## config.mk

```make
export PLATFORM = sky130hd
export DESIGN_NAME = ccc_dyncfg_ctrl_flat
export DESIGN_NICKNAME = d
export VERILOG_FILES = /design/src/rtl/ccc_dyncfg_pkg.sv /design/src/rtl/ccc_dyncfg_if.sv /design/src/rtl/ccc_dyncfg_ctrl_lock.sv /design/src/rtl/ccc_dyncfg_ctrl.sv /design/src/flat_wrapper.sv
export SDC_FILE = /design/constraint.sdc
export NUM_CORES = 1
export LEC_CHECK = 0
export BUFFER_PORTS_ARGS = -buffer_cell sky130_fd_sc_hd__buf_2
export CAP_MARGIN = 20
export CORE_MARGIN = 2
export CORE_UTILIZATION = 57
export DETAILED_ROUTE_END_ITERATION = 8
export GPL_ROUTABILITY_DRIVEN = 1
export PLACE_DENSITY = 0.8
export SYNTH_ARGS = -nofsm -noshare
export SYNTH_HDL_FRONTEND = slang
export SYNTH_SLANG_ARGS = --single-unit
```

## constraint.sdc

```tcl
create_clock -name FAB_CLK -period 3.8 [get_ports FAB_CLK]
set_clock_uncertainty 0.2 [all_clocks]
set_input_delay 0.19 -clock FAB_CLK [delete_from_list [all_inputs] [get_ports FAB_CLK]]
set_output_delay 0.19 -clock FAB_CLK [all_outputs]
set_load 0.02 [all_outputs]
```

## src/rtl/ccc_dyncfg_pkg.sv

```systemverilog
// ccc_dyncfg_pkg: shared types and defaults for the CCC dynamic-config controller.
// Holds the FSM state enum, default parameters and the config word width.
package ccc_dyncfg_pkg;

  localparam int CFG_W            = 81;
  localparam int SCLK_DIV_DEF     = 4;
  localparam int LOCK_FILT_DEF    = 16;
  localparam int LOCK_TIMEOUT_DEF = 65535;
  localparam int MAX_RETRY_DEF    = 3;

  typedef enum logic [2:0] {
    IDLE,
    LOAD,
    SHIFT,
    UPDATE,
    WAIT_LOCK,
    RUN,
    FAIL
  } state_e;

endpackage

```

## src/rtl/ccc_dyncfg_if.sv

```systemverilog
// ccc_dyncfg_if: config-word request handshake from the register block.
// Ports: CFG_DATA (word), CFG_VALID (request), CFG_READY (accept).
interface ccc_dyncfg_if
  import ccc_dyncfg_pkg::*;
#(
  parameter int W = CFG_W
);
  logic [W-1:0] CFG_DATA;
  logic         CFG_VALID;
  logic         CFG_READY;

  modport master (
    output CFG_DATA,
    output CFG_VALID,
    input  CFG_READY
  );

  modport slave (
    input  CFG_DATA,
    input  CFG_VALID,
    output CFG_READY
  );
endinterface

```

## src/rtl/ccc_dyncfg_ctrl_lock.sv

```systemverilog
// ccc_lock_filter: 2-flop sync of raw PLL lock plus saturating filter.
// Ports: clk, rst_n, lock_i, clr_i -> locked_o (filtered), lost_o (synced low).
module ccc_lock_filter
  import ccc_dyncfg_pkg::*;
#(
  parameter int LOCK_FILT = LOCK_FILT_DEF
) (
  input  logic clk,
  input  logic rst_n,
  input  logic lock_i,
  input  logic clr_i,
  output logic locked_o,
  output logic lost_o
);
  localparam int FW = (LOCK_FILT > 1) ? $clog2(LOCK_FILT) : 1;
  localparam logic [FW-1:0] SAT = FW'(LOCK_FILT - 1);

  logic          s1_q, s2_q;
  logic [FW-1:0] cnt_q, cnt_d;

  // cnt_q counts earlier synced-high cycles, so the current
  // high cycle completes the run when cnt_q hits LOCK_FILT-1.
  always_comb begin
    cnt_d = cnt_q;
    if (clr_i || !s2_q) cnt_d = '0;
    else if (cnt_q != SAT) cnt_d = cnt_q + 1'b1;
  end

  always_ff @(posedge clk or negedge rst_n) begin
    if (!rst_n) begin
      s1_q  <= 1'b0;
      s2_q  <= 1'b0;
      cnt_q <= '0;
    end else begin
      s1_q  <= lock_i;
      s2_q  <= s1_q;
      cnt_q <= cnt_d;
    end
  end

  assign locked_o = s2_q && (cnt_q == SAT);
  assign lost_o   = !s2_q;
endmodule

```

## src/rtl/ccc_dyncfg_ctrl.sv

```systemverilog
// ccc_dyncfg_ctrl: shifts a config word into the CCC, pulses update, waits lock.
// Ports: FAB_CLK, M2F_RESET_N, cfg (slave), PLL_LOCK, ERR_CLR -> CCC port, status.
module ccc_dyncfg_ctrl
  import ccc_dyncfg_pkg::*;
#(
  parameter int SCLK_DIV     = SCLK_DIV_DEF,
  parameter int LOCK_FILT    = LOCK_FILT_DEF,
  parameter int LOCK_TIMEOUT = LOCK_TIMEOUT_DEF,
  parameter int MAX_RETRY    = MAX_RETRY_DEF
) (
  input  logic        FAB_CLK,
  input  logic        M2F_RESET_N,
  ccc_dyncfg_if.slave cfg,
  input  logic        PLL_LOCK,
  input  logic        ERR_CLR,
  output logic        SDIN,
  output logic        SCLK,
  output logic        SSHIFT,
  output logic        SUPDATE,
  output logic        MODE,
  output logic        DOMAIN_RESET_N,
  output logic        BUSY,
  output logic        DONE,
  output logic        ERR
);
  localparam int PW = $clog2(2 * SCLK_DIV);
  localparam int BW = $clog2(CFG_W);
  localparam int TW = $clog2(LOCK_TIMEOUT + 1);
  localparam int RW = (MAX_RETRY > 0) ? $clog2(MAX_RETRY + 1) : 1;

  localparam logic [PW-1:0] PH_LAST  = PW'(2 * SCLK_DIV - 1);
  localparam logic [PW-1:0] PH_RISE  = PW'(SCLK_DIV);
  localparam logic [PW-1:0] UPD_LAST = PW'(SCLK_DIV - 1);
  localparam logic [BW-1:0] BIT_LAST = BW'(CFG_W - 1);
  localparam logic [TW-1:0] TMO_LAST = TW'(LOCK_TIMEOUT - 1);
  localparam logic [TW-1:0] TMO_MAX  = TW'(LOCK_TIMEOUT);
  localparam logic [RW-1:0] RTY_MAX  = RW'(MAX_RETRY);

  state_e           state_q, state_d;
  logic [PW-1:0]    ph_q, ph_d;
  logic [BW-1:0]    bit_q, bit_d;
  logic [TW-1:0]    tmo_q, tmo_d;
  logic [RW-1:0]    retry_q, retry_d;
  logic [CFG_W-1:0] shadow_q, shadow_d;
  logic             have_q, have_d;

  logic sdin_q, sclk_q, sshift_q, supdate_q, mode_q, drn_q;
  logic busy_q, done_q, err_q, ready_q;
  logic sdin_d, sclk_d, sshift_d, supdate_d, mode_d, drn_d;
  logic busy_d, done_d, err_d, ready_d;

  logic accept, locked, lost, filt_clr;

  assign accept = ready_q && cfg.CFG_VALID;

  ccc_lock_filter #(
    .LOCK_FILT(LOCK_FILT)
  ) u_lock (
    .clk      (FAB_CLK),
    .rst_n    (M2F_RESET_N),
    .lock_i   (PLL_LOCK),
    .clr_i    (filt_clr),
    .locked_o (locked),
    .lost_o   (lost)
  );

  always_comb begin
    state_d  = state_q;
    ph_d     = ph_q;
    bit_d    = bit_q;
    tmo_d    = '0;
    retry_d  = retry_q;
    shadow_d = shadow_q;
    have_d   = have_q;
    unique case (state_q)
      IDLE, FAIL: begin
        if (accept) state_d = LOAD;
      end
      RUN: begin
        if (accept) state_d = LOAD;
        else if (lost) state_d = WAIT_LOCK;
      end
      LOAD: begin
        state_d = SHIFT;
        ph_d    = '0;
        bit_d   = '0;
      end
      SHIFT: begin
        if (ph_q == PH_LAST) begin
          ph_d = '0;
          if (bit_q == BIT_LAST) state_d = UPDATE;
          else bit_d = bit_q + 1'b1;
        end else begin
          ph_d = ph_q + 1'b1;
        end
      end
      UPDATE: begin
        if (ph_q == UPD_LAST) state_d = WAIT_LOCK;
        else ph_d = ph_q + 1'b1;
      end
      WAIT_LOCK: begin
        tmo_d = (tmo_q == TMO_MAX) ? tmo_q : tmo_q + 1'b1;
        if (locked) begin
          state_d = RUN;
        end else if (tmo_q == TMO_LAST) begin
          // After power-up there is no shadow word to replay.
          if (have_q && retry_q < RTY_MAX) begin
            retry_d = retry_q + 1'b1;
            state_d = SHIFT;
            ph_d    = '0;
            bit_d   = '0;
          end else begin
            state_d = FAIL;
          end
        end
      end
      default: state_d = WAIT_LOCK;
    endcase
    if (accept) begin
      shadow_d = cfg.CFG_DATA;
      have_d   = 1'b1;
      retry_d  = '0;
    end
  end

  assign filt_clr = (state_d == WAIT_LOCK) && (state_q != WAIT_LOCK);

  // Outputs are decoded from the next state so they line up with it.
  always_comb begin
    sdin_d    = (state_d == SHIFT) && shadow_q[bit_d];
    sclk_d    = (state_d == SHIFT) && (ph_d >= PH_RISE);
    sshift_d  = (state_d == SHIFT);
    supdate_d = (state_d == UPDATE);
    mode_d    = mode_q || (state_d == LOAD);
    drn_d     = (state_d == RUN);
    busy_d    = !(state_d inside {IDLE, RUN, FAIL});
    ready_d   = !busy_d;
    done_d    = (state_q == WAIT_LOCK) && (state_d == RUN);
    err_d     = err_q;
    if (ERR_CLR || state_d == LOAD) err_d = 1'b0;
    if (state_d == FAIL && state_q != FAIL) err_d = 1'b1;
  end

  always_ff @(posedge FAB_CLK or negedge M2F_RESET_N) begin
    if (!M2F_RESET_N) begin
      state_q   <= WAIT_LOCK;
      ph_q      <= '0;
      bit_q     <= '0;
      tmo_q     <= '0;
      retry_q   <= '0;
      shadow_q  <= '0;
      have_q    <= 1'b0;
      sdin_q    <= 1'b0;
      sclk_q    <= 1'b0;
      sshift_q  <= 1'b0;
      supdate_q <= 1'b0;
      mode_q    <= 1'b0;
      drn_q     <= 1'b0;
      busy_q    <= 1'b1;
      done_q    <= 1'b0;
      err_q     <= 1'b0;
      ready_q   <= 1'b0;
    end else begin
      state_q   <= state_d;
      ph_q      <= ph_d;
      bit_q     <= bit_d;
      tmo_q     <= tmo_d;
      retry_q   <= retry_d;
      shadow_q  <= shadow_d;
      have_q    <= have_d;
      sdin_q    <= sdin_d;
      sclk_q    <= sclk_d;
      sshift_q  <= sshift_d;
      supdate_q <= supdate_d;
      mode_q    <= mode_d;
      drn_q     <= drn_d;
      busy_q    <= busy_d;
      done_q    <= done_d;
      err_q     <= err_d;
      ready_q   <= ready_d;
    end
  end

  assign SDIN           = sdin_q;
  assign SCLK           = sclk_q;
  assign SSHIFT         = sshift_q;
  assign SUPDATE        = supdate_q;
  assign MODE           = mode_q;
  assign DOMAIN_RESET_N = drn_q;
  assign BUSY           = busy_q;
  assign DONE           = done_q;
  assign ERR            = err_q;
  assign cfg.CFG_READY  = ready_q;
endmodule

```

## src/flat_wrapper.sv

```systemverilog
// flat-port wrapper written by rule: the top's interface ports become plain ports
module ccc_dyncfg_ctrl_flat import ccc_dyncfg_pkg::*;
#(
  parameter int SCLK_DIV     = SCLK_DIV_DEF,
  parameter int LOCK_FILT    = LOCK_FILT_DEF,
  parameter int LOCK_TIMEOUT = LOCK_TIMEOUT_DEF,
  parameter int MAX_RETRY    = MAX_RETRY_DEF
)
  (FAB_CLK, M2F_RESET_N, PLL_LOCK, ERR_CLR, SDIN, SCLK, SSHIFT, SUPDATE, MODE, DOMAIN_RESET_N, BUSY, DONE, ERR, cfg_CFG_DATA, cfg_CFG_VALID, cfg_CFG_READY);
  ccc_dyncfg_if #(.W((ccc_dyncfg_pkg::CFG_W))) cfg_i ();
  input  logic FAB_CLK;
  input  logic M2F_RESET_N;
  input  logic PLL_LOCK;
  input  logic ERR_CLR;
  output logic SDIN;
  output logic SCLK;
  output logic SSHIFT;
  output logic SUPDATE;
  output logic MODE;
  output logic DOMAIN_RESET_N;
  output logic BUSY;
  output logic DONE;
  output logic ERR;
  input wire logic [$bits(cfg_i.CFG_DATA)-1:0] cfg_CFG_DATA;
  input wire logic [$bits(cfg_i.CFG_VALID)-1:0] cfg_CFG_VALID;
  output wire logic [$bits(cfg_i.CFG_READY)-1:0] cfg_CFG_READY;
  assign cfg_i.CFG_DATA = cfg_CFG_DATA;
  assign cfg_i.CFG_VALID = cfg_CFG_VALID;
  assign cfg_CFG_READY = cfg_i.CFG_READY;
  ccc_dyncfg_ctrl #(.SCLK_DIV(SCLK_DIV), .LOCK_FILT(LOCK_FILT), .LOCK_TIMEOUT(LOCK_TIMEOUT), .MAX_RETRY(MAX_RETRY)) u_core (.FAB_CLK(FAB_CLK), .M2F_RESET_N(M2F_RESET_N), .cfg(cfg_i), .PLL_LOCK(PLL_LOCK), .ERR_CLR(ERR_CLR), .SDIN(SDIN), .SCLK(SCLK), .SSHIFT(SSHIFT), .SUPDATE(SUPDATE), .MODE(MODE), .DOMAIN_RESET_N(DOMAIN_RESET_N), .BUSY(BUSY), .DONE(DONE), .ERR(ERR));
endmodule
```

# Word-level counts from Yosys, hierarchy flattened

Cells that the tools add are included.

$add $sub $neg: 5
$mul: 0
Div/mod/pow operators: 0
$lt $le $gt $ge: 3
Equality and inequality tests: 23
Shifts and indexed selects: 0
Multiplexer cells: 35
Bitwise logic cells: 0
Reduce and logical (&&, ||, !) cells: 23

Operators with widths:

| cell                    | number |
|---|---|
| $mux W3                 | 14 |
| $mux W7                 | 5 |
| $eq A16 B16 Y1 const B  | 2 |
| $mux W16                | 2 |
| $eq A3 B3 Y1 const B    | 7 |
| $pmux W7 S3             | 1 |
| $pmux W3 S6             | 1 |
| $add A16 B1 Y16 const B | 1 |
| $eq A3 B2 Y1 const B    | 5 |
| $pmux W3 S4             | 1 |
| $mux W2                 | 5 |
| $reduce_bool A2 Y1      | 5 |
| $logic_and A1 B1 Y1     | 8 |
| $lt A7 B8 Y1 const B    | 1 |
| $mux W4                 | 2 |
| $add A7 B1 Y7 const B   | 1 |
| $bmux W1 S7             | 1 |
| $eq A7 B7 Y1 const B    | 1 |
| $eq A3 B1 Y1 const B    | 2 |
| $logic_not A3 Y1        | 2 |
| $ne A3 B3 Y1 const B    | 2 |
| $add A4 B1 Y4 const B   | 1 |
| $eq A4 B4 Y1 const B    | 1 |
| $ne A4 B4 Y1 const B    | 1 |
| other kinds (12)        | 17 |

Register bits after elaboration: 129
Latch bits: 0
RAM bits: 0
ROM bits: 0
Bits of input ports: 86
Output and inout port bits: 10
Memories: 0

# Logic depth before layout (Yosys ltp)

Word-level depth: 10
Depth in mapped cells: 14

# Modules after synthesis

From an unflattened synthesis, not the netlist that was laid out.

Cells, all modules: 568
Area, all modules: 6576.3 um^2

Modules (own cells, without submodules):

| module          | times used | cells an instance | area each (um^2) | sequential area each (um^2) |
|---|---|---|---|---|
| ccc_dyncfg_ctrl | 1          | 544               | 6292.3           | 3080.5 |
| ccc_lock_filter | 1          | 24                | 284.0            | 150.1 |

# Worst setup path after synthesis

No wires, ideal clock.

Path type: register -> register
Start point: register u_core.bit_q[0]
End point: register u_core.sdin_q (netlist: u_core.SDIN)
Setup time: 0.129 ns
Data arrival time: 2.973 ns
Setup slack: 0.499 ns
Cell stages (with the launch flop): 15
Buffers on the path: 2
Period minus slack after synthesis: 3.301 ns
Cells stage by stage: dfrtp_1 inv_1 ha_1 nand4b_1 o311ai_0 nand4_1 and3_1 buf_4 inv_4 buf_2 mux2_2 o2111ai_1 o211ai_1 a221oi_1 nor4_2

Longest elaborated chain between the ends: 7
Elaborated cells between the ends (all ways): 15
Classes of those cells: 1 x add/sub; 2 x eq/ne; 11 x mux; 1 x reduce/logical

Ends and longest elaborated chain:

| item                                        | RTL line                                      | source |
|---|---|---|
| start, declared                             | ccc_dyncfg_ctrl.sv:41                         | `logic [BW-1:0] bit_q, bit_d;` |
| start signal, assigned                      | ccc_dyncfg_ctrl.sv:166                        | `bit_q <= bit_d;` |
| $add A7 B1 Y7, or another cell as far along | ccc_dyncfg_ctrl.sv:92                         | `else bit_d = bit_q + 1'b1;` |
| $mux W7 (on tied branches)                  | ccc_dyncfg_ctrl.sv:91, ccc_dyncfg_ctrl.sv:105 |  |
| $mux W7 (on tied branches)                  | ccc_dyncfg_ctrl.sv:89, ccc_dyncfg_ctrl.sv:103 |  |
| $pmux W7 S3                                 | ccc_dyncfg_ctrl.sv:75                         | `unique case (state_q)` |
| $bmux W1 S7                                 | ccc_dyncfg_ctrl.sv:130                        | `sdin_d = (state_d == SHIFT) && shadow_q[bit_d];` |
| $mux W1 (implied by the code)               | ccc_dyncfg_ctrl.sv:130                        |  |
| $logic_and A1 B1 Y1 (*)                     | ccc_dyncfg_ctrl.sv:130                        |  |
| via u_core.sdin_d                           | ccc_dyncfg_ctrl.sv:49                         | `logic sdin_d, sclk_d, sshift_d, supdate_d, mode_d, drn_d;` |
| end signal, assigned                        | ccc_dyncfg_ctrl.sv:171                        | `sdin_q <= sdin_d;` |
| end, declared                               | ccc_dyncfg_ctrl.sv:47                         | `logic sdin_q, sclk_q, sshift_q, supdate_q, mode_q, drn_q;` |

Mark *: on every way through the listed nets, which the timed path passes. The rest lies on a longest branch. The select of a mux whose other input is x is not followed.
A chain may end at the register's enable or synchronous reset.

# Final worst setup path

Ends and elaborated chain as after synthesis.

==> flow_summary.json <==
{
  "synth_cells": 554,
  "maxCapViolations": 0,
  "layout_common_cells": "dfrtp_1, buf_2, dlygate4sd3_1",
  "synth_flop_cell": "dfrtp_1",
  "p_switching_mw": 2.483,
  "final_area_um2": 8484,
  "fin_crit_sh_pct": 97.14,
  "yosys_warnings": 0,
  "ir_worst_vdd_mv": 0.5302,
  "relSlewSlack_pct": 52.80,
  "clkTransAtPathRegs_ns": 0.06,
  "grt_pass1_wl_um": 28190,
  "setup_ws_ns": 0.1086,
  "p_clk_share_pct": 23.9,
  "finalSetupTns_ns": 0,
  "numPortBuffers": 95,
  "die_y_um": 110.0,
  "final_common_cell": "dfrtp_1",
  "met3_length_um": 1186,
  "vias_per_cell": 5.985,
  "ys_ff_latch": 129,
  "synth-edff-count": 0,
  "synth_cell_type_count": 75,
  "synth_fp_nets": 650,
  "p_int_mw": 4.103,
  "tightestPinTransition_ns": 0.7080,
  "wl_um": 17710,
  "cp_num_buf_inv": 3,
  "drc_errors": 0,
  "worst-setup-path-type": "register to register",
  "cts_buffers": 17,
  "hpwl_um": 9789,
  "start_util_pct": 58.78,
  "worstSetupEndpointType": "register",
  "crit_path_cell_trace": "inv_1 > ha_1 > nand4b_1 > o311ai_1 > nand4_1 > and3_1 > inv_6 > buf_4 > mux2_2 > o21ai_0 > o31ai_1 > a221oi_1 > nor4_2",
  "path_max_fanout": 28,
  "grt_use_total_pct": 31.24,
  "async_flop_share_pct": 100.0,
  "leakage_nw": 3.825,
  "setup_viol": 0,
  "tritoncts": "yes",
  "grt_pass1_vias": 5550,
  "antenna_found_initial": 0,
  "rsz0062_at_grt": "false",
  "area_growth_pct": 32.57,
  "arrival_ns": 3.91,
  "netlist_area_um2": 6400,
  "drive_gt1_share_pct": 32.80,
  "nets": 839,
  "placement.setup.worst_slack_ns": 0.1582,
  "row_count": 38,
  "routedWlPerCell_um": 19.76,
  "fill_cells": 609,
  "grt_max_degree": 130,
  "dpl_cell_area_um2": 7037,
  "overflow": 0,
  "powerDensity_nw_per_um2": 776.3,
  "hold_class": "input pin to asynchronous set/reset pin",
  "io_pins": 96,
  "avgSynthCellArea_um2": 11.55,
  "fin_crit_ns": 3.691,
  "die_x_um": 110.0,
  "dr.max_layer_used": "met4",
  "swShare_pct": 37.70,
  "crit_family": "compound AO/OA/AOI/OAI gates",
  "diodes": 0,
  "power.share.sequential_pct": 35.1,
  "detail-route-antenna-nets": 0,
  "clk_path_buf_depth": 2,
  "max_clock_freq_ghz": 0.2709,
  "core_um2": 10890,
  "required_ns": 4.02,
  "outcome": "finished, final reports clean",
  "maxSlewViolCount": 0,
  "drtPass1Iterations": 5,
  "worst_path_max_delay_cell": "dfrtp_1",
  "cp-start-kind": "register",
  "power_frac_comb_pct": 41.0,
  "yosysSeqAreaShare_pct": 50.48,
  "max_stage_delay_ns": 0.46,
  "wl_met2_um": 9293,
  "wl_met1_um": 6816,
  "htree_levels": 4,
  "cts_sinks": 129,
  "worst_skew_pair.late_latency_ns": 0.54,
  "die-area_um2": 12090,
  "gp_congestion": 0.8881,
  "drtIter0Drc": 408,
  "hold_viol_final": 0,
  "vias": 5363,
  "cts_root_buf": "clkbuf_8"
}
-- synthesized netlist by cell type, drive strengths merged (6+ instances only) --
cell type | number | area [um^2]
a21oi | 10 | 50.05
a31oi | 7 | 58.81
and3 | 6 | 38.79
buf | 12 | 72.57
clkbuf | 13 | 48.80
dfrtp | 127 | 3178
ha | 10 | 125.1
inv | 22 | 87.58
mux2 | 86 | 968.4
mux2i | 33 | 330.3
nand2 | 43 | 161.4
nand2b | 6 | 37.54
nand3 | 19 | 95.09
nand4 | 13 | 87.58
nor2 | 34 | 135.1
nor3 | 9 | 45.04
o2111ai | 6 | 52.55
o211ai | 6 | 50.05
o21ai | 16 | 80.07
xnor2 | 8 | 70.07
xor2 | 8 | 70.07
-- metrics by stage --
step | total power, mW | util (%) | hold WS (ns) | instances
after global placement | 4.615 | 64.63 | 0.1012 | 776
final | 6.586 | 77.92 | 0.06487 | 896
after floorplan | 4.054 | - | -0.3056 | 554
after detailed placement | 4.708 | 64.63 | 0.1017 | 776
after CTS | 6.376 | 77.76 | 0.07999 | 894
after global routing | 6.886 | 77.92 | 0.1014 | 896
-- cell families after synthesis --
kind of cell / synth area share (%)
buffers and inverters: 3.265
muxes: 20.29
adders and majority gates: 1.955
AOI/OAI and AO/OA: 9.424
xor gates and xnor gates: 2.190
DFF: 50.48
and+or+nand+nor: 12.40
-- worst paths after layout --
kind | from | endpoint | slack (ns) | depth (start not counted)
min in group FAB_CLK | PLL_LOCK | u_core.u_lock.s1_q | 0.10 | 2
min reg2reg | u_core.u_lock.s1_q | u_core.u_lock.s2_q | 0.18 | 0
max reg2reg | u_core.bit_q[0] | u_core.SDIN | 0.11 | 13
min | M2F_RESET_N | u_core.shadow_q[26] | 0.06 | 3
max in group asynchronous | M2F_RESET_N | u_core.tmo_q[13] | 2.76 | 3
max | u_core.bit_q[0] | u_core.SDIN | 0.11 | 13
-- power groups by stage --
stage                     sequential, mW  combinational [mW]  clock (mW)
after global routing                2.35                2.88        1.65
after detailed placement            2.28                2.43           0
final                               2.31                2.70        1.57
after floorplan                     2.18                1.87           0
after global placement              2.25                2.36           0
after CTS                           2.26                2.53        1.58
-- area by class of cell --
| type | instances | area (um^2) | area share (%) |
|---|---|---|---|
| repair buffers | 195 | 1456 | 17.17 |
| clock buffers | 19 | 441.7 | 5.206 |
| clock inverters | 13 | 127.6 | 1.504 |
| multi-input cells | 378 | 2963 | 34.92 |
| flip-flops and latches | 129 | 3231 | 38.08 |
| inverters | 22 | 90.09 | 1.062 |
| well taps | 140 | 175.2 | 2.065 |
-- tightest hold or removal path, cell delays in order --
cell and delay (ns):
dlygate4sd3_1 0.53, buf_4 0.12, buf_12 0.44
-- flip-flops by register name, indices dropped and copies added, names as in the netlist, 2 cells and up, named ones only --
name,flops
u_core.state_q,3
u_core.retry_q,2
u_core.tmo_q,16
u_core.shadow_q,81
u_core.bit_q,7
u_core.ph_q,2
u_core.u_lock.cnt_q,4
-- per-layer routing --
metal	up-vias	global-route usage [%]
li1	2395	-
met1	2668	37.18
met2	257	54.34
met3	43	8.062
met4	0	11.48
met5	-	0
-- repair_timing --
item                                   in CTS  in global routing
hold buffers                               86                  0
gates resized for setup                     0                  2
setup endpoints to repair                   0                  1
setup buffers                               0                  2
endpoints found under the hold margin     213                  0
(Power assumes the default switching activity.)
